### src/rtl/key_pkg.sv
// Shared definitions for the push-button conditioning block: FSM encoding and 50 MHz timing defaults.
package key_pkg;

    typedef enum logic [1:0] {
        IDLE       = 2'd0,
        PRESS_DB   = 2'd1,
        HELD       = 2'd2,
        RELEASE_DB = 2'd3
    } key_fsm_e;

    localparam int DEF_CLK_HZ       = 50_000_000;
    localparam int DEF_DEBOUNCE_CNT = 999_999;
    localparam int DEF_LONG_CNT     = 49_999_999;

    // A terminal value of 0 would otherwise give a zero-width counter.
    function automatic int cnt_width(input int maxVal);
        return (maxVal < 1) ? 1 : $clog2(maxVal + 1);
    endfunction

endpackage

### src/rtl/key_sync.sv
// Two-flop synchronizer for an asynchronous pin; RESET_VAL is the level both flops take in reset.
module key_sync #(
    parameter logic RESET_VAL = 1'b0
) (
    input  logic i_clk,
    input  logic i_rst,
    input  logic i_d,
    output logic o_q
);

    logic r_ff1;
    logic r_ff2;

    always_ff @(posedge i_clk) begin
        if (i_rst) begin
            r_ff1 <= RESET_VAL;
            r_ff2 <= RESET_VAL;
        end else begin
            r_ff1 <= i_d;
            r_ff2 <= r_ff1;
        end
    end

    assign o_q = r_ff2;

endmodule

### src/rtl/key_debounce.sv
// Debounces one raw key pin into a clean level plus press/release pulses.
// Define KEY_LONG_PRESS_EN to build the long-press detector; otherwise long_press is tied low.
module key_debounce
    import key_pkg::*;
#(
    parameter int DEBOUNCE_CNT   = DEF_DEBOUNCE_CNT,
    parameter int LONG_CNT       = DEF_LONG_CNT,
    parameter bit KEY_ACTIVE_LOW = 1'b1
) (
    input  logic sys_clk,
    input  logic sys_rst,
    input  logic key_in,
    output logic key_state,
    output logic key_press,
    output logic key_release,
    output logic long_press
);

    localparam int DB_W = cnt_width(DEBOUNCE_CNT);
    localparam logic [DB_W-1:0] DB_LAST = DB_W'(DEBOUNCE_CNT);

    key_fsm_e        r_state;
    logic [DB_W-1:0] r_dbCnt;
    logic            w_keySync;
    logic            w_keyS;
    logic            w_pressDone;
    logic            w_releaseDone;

    // Reset loads the released level so a held key must re-debounce afterwards.
    key_sync #(
        .RESET_VAL (logic'(KEY_ACTIVE_LOW))
    ) u_sync (
        .i_clk (sys_clk),
        .i_rst (sys_rst),
        .i_d   (key_in),
        .o_q   (w_keySync)
    );

    assign w_keyS        = KEY_ACTIVE_LOW ? ~w_keySync : w_keySync;
    assign w_pressDone   = (r_state == PRESS_DB)   &&  w_keyS && (r_dbCnt == DB_LAST);
    assign w_releaseDone = (r_state == RELEASE_DB) && !w_keyS && (r_dbCnt == DB_LAST);

    always_ff @(posedge sys_clk) begin
        if (sys_rst) begin
            r_state     <= IDLE;
            r_dbCnt     <= '0;
            key_state   <= 1'b0;
            key_press   <= 1'b0;
            key_release <= 1'b0;
        end else begin
            key_press   <= 1'b0;
            key_release <= 1'b0;
            case (r_state)
                IDLE: begin
                    if (w_keyS) begin
                        r_state <= PRESS_DB;
                        r_dbCnt <= '0;
                    end
                end
                PRESS_DB: begin
                    if (!w_keyS) begin
                        r_state <= IDLE;
                    end else if (w_pressDone) begin
                        r_state   <= HELD;
                        key_press <= 1'b1;
                        key_state <= 1'b1;
                    end else begin
                        r_dbCnt <= r_dbCnt + 1'b1;
                    end
                end
                HELD: begin
                    if (!w_keyS) begin
                        r_state <= RELEASE_DB;
                        r_dbCnt <= '0;
                    end
                end
                RELEASE_DB: begin
                    // A short bounce back to pressed resumes the same press.
                    if (w_keyS) begin
                        r_state <= HELD;
                    end else if (w_releaseDone) begin
                        r_state     <= IDLE;
                        key_release <= 1'b1;
                        key_state   <= 1'b0;
                    end else begin
                        r_dbCnt <= r_dbCnt + 1'b1;
                    end
                end
                default: r_state <= IDLE;
            endcase
        end
    end

`ifdef KEY_LONG_PRESS_EN
    localparam int HOLD_W = cnt_width(LONG_CNT);
    localparam logic [HOLD_W-1:0] HOLD_LAST = HOLD_W'(LONG_CNT);

    logic [HOLD_W-1:0] r_holdCnt;
    logic              r_longFired;

    // Hold time only accumulates while stably held; it freezes during release debounce.
    always_ff @(posedge sys_clk) begin
        if (sys_rst) begin
            r_holdCnt   <= '0;
            r_longFired <= 1'b0;
            long_press  <= 1'b0;
        end else begin
            long_press <= 1'b0;
            if (w_pressDone) begin
                r_holdCnt <= '0;
            end else if ((r_state == HELD) && w_keyS) begin
                if (r_holdCnt == HOLD_LAST) begin
                    if (!r_longFired) begin
                        long_press  <= 1'b1;
                        r_longFired <= 1'b1;
                    end
                end else begin
                    r_holdCnt <= r_holdCnt + 1'b1;
                end
            end
            if (w_releaseDone) begin
                r_longFired <= 1'b0;
            end
        end
    end
`else
    assign long_press = 1'b0;
`endif

endmodule

### config.mk
export PLATFORM = sky130hd
export DESIGN_NAME = key_debounce
export DESIGN_NICKNAME = d
export VERILOG_FILES = /design/src/rtl/key_pkg.sv /design/src/rtl/key_sync.sv /design/src/rtl/key_debounce.sv
export SDC_FILE = /design/constraint.sdc
export NUM_CORES = 1
export LEC_CHECK = 0
export BUFFER_PORTS_ARGS = -buffer_cell sky130_fd_sc_hd__buf_2
export CAP_MARGIN = 10
export CORE_MARGIN = 2
export CORE_UTILIZATION = 55
export CTS_CLUSTER_SIZE = 16
export DETAILED_ROUTE_END_ITERATION = 8
export GPL_TIMING_DRIVEN = 0
export PLACE_DENSITY = 0.81
export SKIP_CTS_REPAIR_TIMING = 1
export SYNTH_ARGS = -nofsm -noshare
export SYNTH_HDL_FRONTEND = slang
export SYNTH_SLANG_ARGS = --single-unit
export TNS_END_PERCENT = 10
### constraint.sdc
create_clock -name sys_clk -period 1.8 [get_ports sys_clk]
set_input_delay 0 -clock sys_clk [delete_from_list [all_inputs] [get_ports sys_clk]]
set_output_delay 0 -clock sys_clk [all_outputs]
set_load 0.02 [all_outputs]
==> Word level (Yosys, flattened, before mapping) <==
Cells that the tools add are included.
{ "op_classes": {"n_addsub": 1, "n_eq_ne": 14, "n_mux": 21, "bitwise_logic": 3, "n_reduce_logical": 11} }
{ "ops": {"columns": ["cell", "n"], "rows": [
  ["$mux 20", 6],
  ["$pmux 20 s4", 1],
  ["$add 20x1->20 const B", 1],
  ["$eq 20x20->1 const B", 1],
  ["$mux 2", 6],
  ["$ne 2x2->1 const B", 6],
  ["$pmux 2 s4", 1],
  ["$mux 1", 6],
  ["$reduce_and 6->1", 1],
  ["$reduce_or 3->1", 2],
  ["$reduce_and 5->1", 1],
  ["$eq 2x2->1 const B", 2],
  ["$logic_and 1x1->1", 4],
  ["$ne 2x1->1 const B", 2],
  ["$reduce_and 4->1", 1],
  ["$ne 3x2->1 const B", 1],
  ["$ne 3x3->1 const B", 1],
  ["$not 1->1", 3],
  ["$eq 2x1->1 const B", 1],
  ["$logic_not 2->1", 1],
  ["$pmux 1 s2", 1],
  ["$reduce_bool 2->1", 1]
]} }
{ "word_totals": {"regBits": 27} }

==> Longest topological paths before layout <==
Gate-level depths: netlist of the first run.
{ "logic_depth": {"depth_word": 6, "depth_mapped": 6} }

==> Hierarchy <==
Synthesis of the first run repeated with hierarchy kept, for this count alone.
{ "hier_totals": {"cells_unflattened": 155, "area_unflattened_um2": 1315.0} }
{ "by_module_without_submodules": {"columns": ["mod", "n_inst", "cells_per_inst", "area_each_um2"], "rows": [
  ["key_debounce", 1, 151, 1262.5],
  ["key_sync", 1, 4, 52.6]
]} }

==> Least setup slack after synthesis of the first run <==
OpenSTA, ideal clock, no wires.
{ "synth_timing": {"path_type": "reg2reg", "from": "register r_dbCnt[0]", "to": "register r_dbCnt[16]", "setup_ns": 0.070, "t_arrival_ns": 1.489, "required_ns": 1.730, "setup_slack_ns": 0.241, "path_stages_with_launch": 5, "path_buffers": 0, "synth_period_minus_slack_ns": 1.559, "cell_sequence": "dfxtp_1 -> ha_1 -> nand3_1 -> or4_1 -> a21oi_1"} }
{ "synth_between": {"elab_chain_cells": 4, "elab_cells_between_ends": 12, "cone_classes": "add/sub (1); eq/ne (3); mux (5); reduce/logical (3)"} }
{ "synth_rtl": {"columns": ["element", "line_no", "text"], "rows": [
  ["start: declaration", "key_debounce.sv:23", "logic [DB_W-1:0] r_dbCnt;"],
  ["start signal: assignment", "key_debounce.sv:68", "r_dbCnt <= r_dbCnt + 1'b1;"],
  ["start signal: assignment", "key_debounce.sv:86", "r_dbCnt <= r_dbCnt + 1'b1;"],
  ["$add 20x1->20 or $eq 20x20->1 (tied branches)", null, null],
  ["$mux 20, or another cell as far along", "key_debounce.sv:81", "end else if (w_releaseDone) begin"],
  ["$mux 20, or another cell as far along", "key_debounce.sv:79", "if (w_keyS) begin"],
  ["$pmux 20 s4 or $reduce_and 6->1 (tied branches)", null, null]
]} }
Parallel ways exist; a longest one is shown, timed or not. The select of a mux whose other input is x is not followed.
A chain may end at the register's enable or synchronous reset.

==> Worst setup path in the final report of the first run <==
{ "layout_timing": {"from": "register r_dbCnt[2]", "to": "register r_dbCnt[19]"} }
The elaborated chain is that of the path after synthesis.

==> flow_metrics.tcl, run 1 <==
set metrics [dict create \
    routed-via-count 1233 \
    yosysWarningCount 0 \
    cts_tree "built" \
    syn2layout_area_growth_pct 10.4 \
    antenna_left 0 \
    via_per_inst 6.26 \
    hold_class "input pin to flop" \
    synth_top_area_share_pct 38.8 \
    synth_largest_area_cell "dfxtp_1" \
    status "completed" \
    clkLatencyLatePin_ns 0.33 \
    nNetsFinal 172 \
    cts_buffer_depth 2 \
    avgSynthCellArea_um2 8.88 \
    drv_cap 0 \
    path_max_fanout 10 \
    place_area_um2 1460 \
    grt_overflow_total 0 \
    avgRoutedWirePerCell_um 15.1 \
    grt_pass1_wl_mm 4.70 \
    netlist_area_um2 1390 \
    post-route-period-util_pct 96.6 \
    synthTopCellsByCount "dfxtp_1 (27), a21oi_1 (18), nand2_1 (14)" \
    ys_ff_latch 27 \
    grt_start_max_net_pins 17 \
    antenna_found_initial 0 \
    drcViolationCount 0 \
    synth-edff-count 0 \
    grt-busiest-layer "met2" \
    synth_nets 161 \
    fin_skew_ns 0.0113 \
    drive_above_1_share_pct 19.8 \
    rsz0062_at_grt "true" \
    n_antenna_cell 0 \
    grtUsageMet2_pct 37.8 \
    path_delay_family "simple AND/OR/NAND/NOR gates" \
    clock.fmax_ghz 0.575 \
    p_leak_nw 0.529 \
    clkSinkCount 27 \
    setup_viol 0 \
    cts_made_buffers 3 \
    slowest_delay_ns 0.41 \
    critPathRequiredTime_ns 2.01 \
    seq_area_frac_synth_pct 38.8 \
    syn_inst 157 \
    fin_area_um2 1540 \
    min_period_ns 1.74 \
    grt_util_met3_pct 2.46 \
    path_clk_slew_ns 0.15 \
    initial_utilization_pct 57.3 \
    io_buffers 5 \
    track_usage_pct 21.8 \
    die_area_um2 2950 \
    vdd_ir_drop_max_mv 0.428 \
    drt_wl_total_mm 2.98 \
    crit_type "flop to flop" \
    globalplace.congestion 0.853 \
    worst-path-buf-inv 1 \
    met1_usage_pct 28.7 \
    fin_tns_setup_ns 0 \
    cp_slowest_cell "dfxtp_1" \
    dr.pass1.iters 6 \
    ys_top_cells_by_area "dfxtp_1 (39%), a21oi_1 (6.5%), or4_1 (4.8%)" \
    synthFlopType "dfxtp_1" \
    yosysMostFrequentCell "dfxtp_1" \
    p_total_mw 0.946 \
    async_flop_share_pct 0 \
    slew_violations 0 \
    ys_types 43 \
    htree_levels 1 \
    root_buffer "clkbuf_4" \
    power.density_nw_per_um2 615 \
    io_pins 7 \
    fin_cells 197 \
    die_y_um 54.3 \
    fp.dieW_um 54.3 \
    rows 18 \
    cp-start-kind "flop" \
    drtIter0Drc 46 \
    critPathCaptureType "flop" \
    worstPathCellList "and3_2 > nand4_1 > buf_6 > o311ai_0 > o41ai_1" \
    finalHoldViolations 0 \
    place_inst 192 \
    core_area_um2 2430 \
    grt_pass1_vias 1076 \
    crit_arrival_ns 1.95 \
    dp.final_hpwl_mm 2.18 \
]
## where the power goes
group,switching [mW],internal [mW],leakage [nW],total (mW)
sequential,0.00452,0.606,0.220,0.610
combinational,0.0410,0.0236,0.295,0.0646
clock,0.186,0.0851,0.0139,0.271
## path summary, 6_finish.rpt
check	end	slack, ns	cells past startpoint	start
max reg2reg	r_dbCnt[19]$_SDFFE_PP0P_	0.06	5	r_dbCnt[2]$_SDFFE_PP0P_
min reg2reg	u_sync.o_q$_SDFF_PP1_	0.44	1	u_sync.r_ff1$_SDFF_PP1_
min	r_dbCnt[3]$_SDFFE_PP0P_	0.02	4	sys_rst
max	r_dbCnt[19]$_SDFFE_PP0P_	0.06	5	r_dbCnt[2]$_SDFFE_PP0P_
## logic make-up after synthesis
logic type                 count (synthesis)  share of synthesized area [%]
other                                      1                          0.269
xor gates and xnor gates                   2                           2.60
DFF                                       27                           38.8
muxes                                      3                           2.15
AOI/OAI and AO/OA                         43                           20.2
buffers and inverters                     15                           5.92
adders and majority gates                  1                          0.898
and+or+nand+nor                           65                           29.2
## registers in the layout, summed over array words and instances, names as in the netlist, named ones only
register      cells
key_press         1
u_sync.r_ff1      1
key_release       1
r_dbCnt          20
r_state           1
key_state         1
u_sync.o_q        1
## worst min-delay path: cells and delay by family
kind / cells / cell delay [ns]
AO/OA/AOI/OAI: 1 / 0.09
AND/OR/NAND/NOR: 1 / 0.08
multiplexers: 1 / 0.06
buffers and inverters: 1 / 0.10
## final cells by class
| type | instances | area, um2 |
|---|---|---|
| Fill cell | 212 | 893 |
| Multi-Input combinational cell | 115 | 800 |
| Sequential cell | 27 | 544 |
| Buffer | 11 | 77.6 |
| Tap cell | 30 | 37.5 |
| Timing Repair Buffer | 6 | 35.0 |
| Clock buffer | 3 | 22.5 |
| Inverter | 4 | 15.0 |
| Clock inverter | 1 | 7.51 |
## placed cells by master, fill, tap and decap left out, drive strengths merged, types with 2 or more instances in the layout
cell / instances
dfxtp: 27
a21oi: 18
nand2: 14
buf: 13
or4: 9
o31ai: 8
nand3: 8
nand4: 6
clkbuf: 6
nor3: 5
and3: 5
inv: 4
nand2b: 4
and4: 3
o21ai: 3
mux2i: 3
a21o: 2
o21a: 2
or3: 2
or2: 2
and2: 2
o311ai: 2
nor4b: 2
## stage by stage
| stage | utilization (%) | hold WS (ns) | setup slack, ns |
|---|---|---|---|
| detailed placement | 59.9 | 0.194 | -0.0356 |
| finish | 63.3 | 0.0190 | 0.0608 |
| floorplan | - | 0.104 | 0.241 |
| CTS | 61.1 | -0.157 | -0.0891 |
| global placement | 59.9 | 0.186 | 0.0689 |
| global route | 63.3 | 0.0279 | -0.0174 |
## routing by layer
metal | vias to the layer above | part of all wire, %
met5 | - | 0
li1 | 617 | -
met3 | 4 | 3.7
met4 | 0 | 0.90
met1 | 580 | 46
met2 | 32 | 49
Note: power is estimated with default switching activity, not from simulation.
==> run 2: changes to the inputs <==
--- a/config.mk
+++ b/config.mk
@@ -9,6 +9,7 @@
 export CAP_MARGIN = 10
 export CORE_MARGIN = 2
 export CORE_UTILIZATION = 55
+export CTS_BUF_LIST = sky130_fd_sc_hd__clkbuf_8
 export CTS_CLUSTER_SIZE = 16
 export DETAILED_ROUTE_END_ITERATION = 8
 export GPL_TIMING_DRIVEN = 0
==> run 2 against run 1 <==
Routed wire length up 4.4%. Flip-flop and latch count unchanged. First-iteration DRC count down 13%. Clock power up 30%. Combinational power down 0.9%. Cell count up 1.0%. Critical path type unchanged. Largest cell class unchanged. Largest power group unchanged.
==> flow_metrics.tcl, run 2 (synthesized netlist as in run 1, its figures left out) <==
set metrics [dict create \
    drcViolationCount 0 \
    worst_r2r_path_depth 5 \
    place_area_um2 1460 \
    dr.pass1.iters 4 \
    place_ws_ns -0.0356 \
    track_usage_pct 22.5 \
    avgRoutedWirePerCell_um 15.6 \
    grt_overflow_total 0 \
    via_per_inst 6.35 \
    p_total_mw 1.03 \
    die_y_um 54.3 \
    cts_tree "built" \
    clkSinkCount 27 \
    htree_levels 1 \
    syn2layout_area_growth_pct 13.4 \
    place_inst 192 \
    min_period_ns 1.74 \
    critPathRequiredTime_ns 1.98 \
    path_max_fanout 10 \
    cp-start-kind "flop" \
    power.density_nw_per_um2 650 \
    clkLatencyLatePin_ns 0.28 \
    finalHoldViolations 0 \
    r2r-end "r_dbCnt[10]$_SDFFE_PP0P_" \
    routed-via-count 1263 \
    hold_class "input pin to flop" \
    critPathCaptureType "flop" \
    root_buffer "clkbuf_8" \
    whs_ns 0.0808 \
    io_buffers 5 \
    final_common_cell "dfxtp_1" \
    drt_wl_total_mm 3.11 \
    cp-startpoint "r_dbCnt[9]$_SDFFE_PP0P_" \
    slew_violations 0 \
    die_area_um2 2950 \
    antenna_left 0 \
    drv_cap 0 \
    dp.final_hpwl_mm 2.18 \
    vdd_ir_drop_max_mv 0.454 \
    initial_utilization_pct 57.3 \
    cts_made_buffers 3 \
    clock.fmax_ghz 0.575 \
    cts_buffer_depth 2 \
    post-route-period-util_pct 96.7 \
    antenna_found_initial 0 \
    top_register "r_dbCnt" \
    core_area_um2 2430 \
    r2r_start "r_dbCnt[9]$_SDFFE_PP0P_" \
    globalplace.congestion 0.853 \
    grt_pass1_wl_mm 4.79 \
    rows 18 \
    fin_tns_setup_ns 0 \
    grt_pass1_vias 1077 \
    largest_reg_flops 20 \
    crit_type "flop to flop" \
    fin_skew_ns 0.00696 \
    fin_area_um2 1580 \
    critPathCapture "r_dbCnt[10]$_SDFFE_PP0P_" \
    utilization_pct 65.0 \
    nNetsFinal 174 \
    finalWorstSetupSlack_ns 0.0602 \
    setup_viol 0 \
    grt_start_max_net_pins 17 \
    n_antenna_cell 0 \
    p_leak_nw 0.541 \
    fin_cells 199 \
    r2r_setup_slack_ns 0.06 \
    io_pins 7 \
    drive_above_1_share_pct 18.9 \
    status "completed" \
    path_clk_slew_ns 0.10 \
    drtIter0Drc 40 \
    final_cell_mix "dfxtp_1 (27), a21oi_1 (18), nand2_1 (14), buf_2 (9), or4_1 (9)" \
    fp.dieW_um 54.3 \
    crit_arrival_ns 1.92 \
]
-- run 2: cell count changes in the layout (fill, tap and decap cells not counted), moves of 3 or more --
| cell | change |
|---|---|
| dfxtp_1 | +3 |
| clkbuf_4 | -3 |
| dfxtp_2 | -3 |
| clkbuf_8 | +3 |
-- run 2: area by class of cell --
| type | count | area (um2) |
|---|---|---|
| clock buffers | 3 | 41.3 |
| fillers | 201 | 852 |
| well taps | 30 | 37.5 |
| multi-input cells | 115 | 813 |
| flip-flops and latches | 27 | 541 |
| repair buffers | 8 | 47.5 |
| inverters | 4 | 15.0 |
| plain buffers | 11 | 77.6 |
| clock inverters | 1 | 7.51 |
-- run 2: worst min-delay path by stage --
| stage | startpoint | end | cells past startpoint |
|---|---|---|---|
| 2_1_floorplan | key_in | u_sync.r_ff1$_SDFF_PP1_ | 1 |
| 3_3_place_gp | key_in | u_sync.r_ff1$_SDFF_PP1_ | 2 |
| 3_5_place_dp | key_in | u_sync.r_ff1$_SDFF_PP1_ | 2 |
| 4_1_cts | key_in | u_sync.r_ff1$_SDFF_PP1_ | 2 |
| 5_1_grt | sys_rst | r_dbCnt[19]$_SDFFE_PP0P_ | 4 |
| 6_report | sys_rst | r_dbCnt[14]$_SDFFE_PP0P_ | 3 |
-- run 2: critical path: stages, from the launching register on --
cell and delay (ns):
dfxtp_1 0.44, nor4bb_2 0.33, and4_1 0.29, buf_2 0.24
nor3_1 0.09, o221a_2 0.25
-- run 2: power breakdown --
part	internal, mW	switching, mW	total [mW]
logic	0.0238	0.0402	0.0640
clock network	0.157	0.196	0.353
registers	0.604	0.00517	0.610
-- run 2: routing by layer --
| layer | track usage [%] | share of wire (%) | vias up |
|---|---|---|---|
| met3 | 2.46 | 4.9 | 7 |
| met5 | 0 | 0 | - |
| li1 | - | - | 624 |
| met4 | 7.92 | 1.8 | 0 |
| met2 | 38.4 | 48 | 42 |
| met1 | 29.4 | 45 | 590 |
==> run 3: changes to the inputs <==
--- a/config.mk
+++ b/config.mk
@@ -14,7 +14,7 @@
 export DETAILED_ROUTE_END_ITERATION = 8
 export GPL_TIMING_DRIVEN = 0
 export PLACE_DENSITY = 0.81
-export SKIP_CTS_REPAIR_TIMING = 1
+export SLEW_MARGIN = 20
 export SYNTH_ARGS = -nofsm -noshare
 export SYNTH_HDL_FRONTEND = slang
 export SYNTH_SLANG_ARGS = --single-unit
==> constraint.sdc (replaced) <==
create_clock -name sys_clk -period 2 [get_ports sys_clk]
set_input_delay 0 -clock sys_clk [delete_from_list [all_inputs] [get_ports sys_clk]]
set_output_delay 0 -clock sys_clk [all_outputs]
set_load 0.02 [all_outputs]
==> run 3 against run 2 <==
Register-to-register slack gained 0.15 ns. Count of clock-buffer cells in the layout unchanged. Clock power fell by 8.8%. Hold slack got worse by 0.0042 ns. Routed wire length down 1.1%. Die area unchanged. Critical path type unchanged. Non-clock buffer count decreased by 2. Critical path depth decreased by 1. Sequential share of layout area up 1.4 points. Global-route usage increased by 0.34 points. First-iteration DRC count shrank 25%.
==> flow_metrics.tcl, run 3 (synthesized netlist as in run 1, its figures left out) <==
set metrics [dict create \
    final_cell_mix "dfxtp_1 (27), a21oi_1 (18), nand2_1 (14), or4_1 (9)" \
    die_area_um2 2950 \
    dp.final_hpwl_mm 2.18 \
    cts_made_buffers 3 \
    critPathCaptureType "flop" \
    path_max_fanout 9 \
    grt_overflow_total 0 \
    clock.fmax_ghz 0.558 \
    switchingPower_mw 0.220 \
    drtIter0Drc 30 \
    seq_power_share_pct 59.1 \
    status "completed" \
    slew_violations 0 \
    htree_levels 1 \
    cts_tree "built" \
    place_area_um2 1460 \
    internal_power_mw 0.706 \
    fin_area_um2 1520 \
    vdd_ir_drop_max_mv 0.413 \
    drv_cap 0 \
    drcViolationCount 0 \
    cts_setup_buffers 0 \
    crit_arrival_ns 2.00 \
    hold_class "input pin to flop" \
    nNetsFinal 172 \
    via_per_inst 6.33 \
    clkSinkCount 27 \
    path_clk_slew_ns 0.10 \
    cts_buffer_depth 2 \
    rows 18 \
    p_leak_nw 0.519 \
    globalplace.congestion 0.853 \
    io_pins 7 \
    drt_wl_total_mm 3.08 \
    power.density_nw_per_um2 610 \
    cp-start-kind "flop" \
    avgRoutedWirePerCell_um 15.6 \
    switching_share_pct 23.8 \
    root_buffer "clkbuf_8" \
    final_common_cell "dfxtp_1" \
    io_buffers 5 \
    dr.pass1.iters 4 \
    routed-via-count 1247 \
    track_usage_pct 22.9 \
    n_antenna_cell 0 \
    die_y_um 54.3 \
    finalHoldViolations 0 \
    top_register "r_dbCnt" \
    crit_type "flop to flop" \
    min_period_ns 1.79 \
    grt_pass1_vias 1082 \
    syn2layout_area_growth_pct 9.07 \
    grt_pass1_wl_mm 4.86 \
    largest_reg_flops 20 \
    p_clk_share_pct 34.7 \
    drive_above_1_share_pct 14.4 \
    fp.dieW_um 54.3 \
    rsz0062_at_grt "false" \
    setup_viol 0 \
    critPathRequiredTime_ns 2.21 \
    antenna_left 0 \
    initial_utilization_pct 57.3 \
    post-route-period-util_pct 89.6 \
    fin_tns_setup_ns 0 \
    clkLatencyLatePin_ns 0.28 \
    grt_start_max_net_pins 17 \
    p_comb_share_pct 6.2 \
    fin_skew_ns 0.00946 \
    core_area_um2 2430 \
    antenna_found_initial 0 \
]
-- run 3: critical path, cell delays in order, from the launching register on --
cell	delay, ns
dfxtp_1	0.44
ha_1	0.37
nand3_2	0.23
or4_1	0.52
a21oi_1	0.16
-- run 3: worst paths after layout --
check                                              from                  endpoint  slack (ns)  depth (start not counted)
worst max-delay path            r_dbCnt[1]$_SDFFE_PP0P_  r_dbCnt[18]$_SDFFE_PP0P_        0.21                          4
worst min-delay path                            sys_rst  r_dbCnt[14]$_SDFFE_PP0P_        0.08                          3
worst max register to register  r_dbCnt[1]$_SDFFE_PP0P_  r_dbCnt[18]$_SDFFE_PP0P_        0.21                          4
worst min register to register  u_sync.r_ff1$_SDFF_PP1_     u_sync.o_q$_SDFF_PP1_        0.43                          1
-- run 3: power groups by stage --
stage          clock network [mW]  registers, mW  logic, mW
5_1_grt                     0.338          0.549     0.0637
3_3_place_gp                    0          0.560     0.0524
4_1_cts                     0.325          0.548     0.0561
6_report                    0.322          0.548     0.0570
2_1_floorplan                   0          0.564     0.0351
3_5_place_dp                    0          0.561     0.0542
-- run 3: final cells by class --
type | instances | area (um2)
plain buffers | 11 | 67.6
well taps | 30 | 37.5
clock buffers | 3 | 41.3
flip-flops and latches | 27 | 541
repair buffers | 6 | 35.0
fillers | 211 | 912
multi-input cells | 115 | 776
inverters | 4 | 15.0
clock inverters | 1 | 7.51
-- run 3: per-stage QoR --
stage               setup WS [ns]  total power [mW]  hold slack [ns]  util (%)  std cells
floorplan                   0.441             0.599            0.104         -        157
CTS                         0.124             0.929           0.0691      62.3        197
finish                      0.208             0.927           0.0766      62.5        197
global route               0.0524             0.951           0.0969      62.5        197
global placement            0.269             0.613            0.186      59.9        192
detailed placement          0.164             0.615            0.194      59.9        192
-- run 3: what timing repair did --
action | CTS | global route
resized for setup | 0 | 1
hold buffers | 1 | 0
hold endpoints to repair | 1 | 0
endpoints found under the setup margin | 0 | 2
-- run 3: per-layer routing --
layer | up-vias | global-route usage, % | part of all wire (%)
li1 | 618 | - | -
met5 | - | 0 | 0
met4 | 0 | 7.92 | 1.9
met1 | 583 | 29.9 | 44
met3 | 7 | 2.46 | 4.9
met2 | 39 | 39.0 | 49
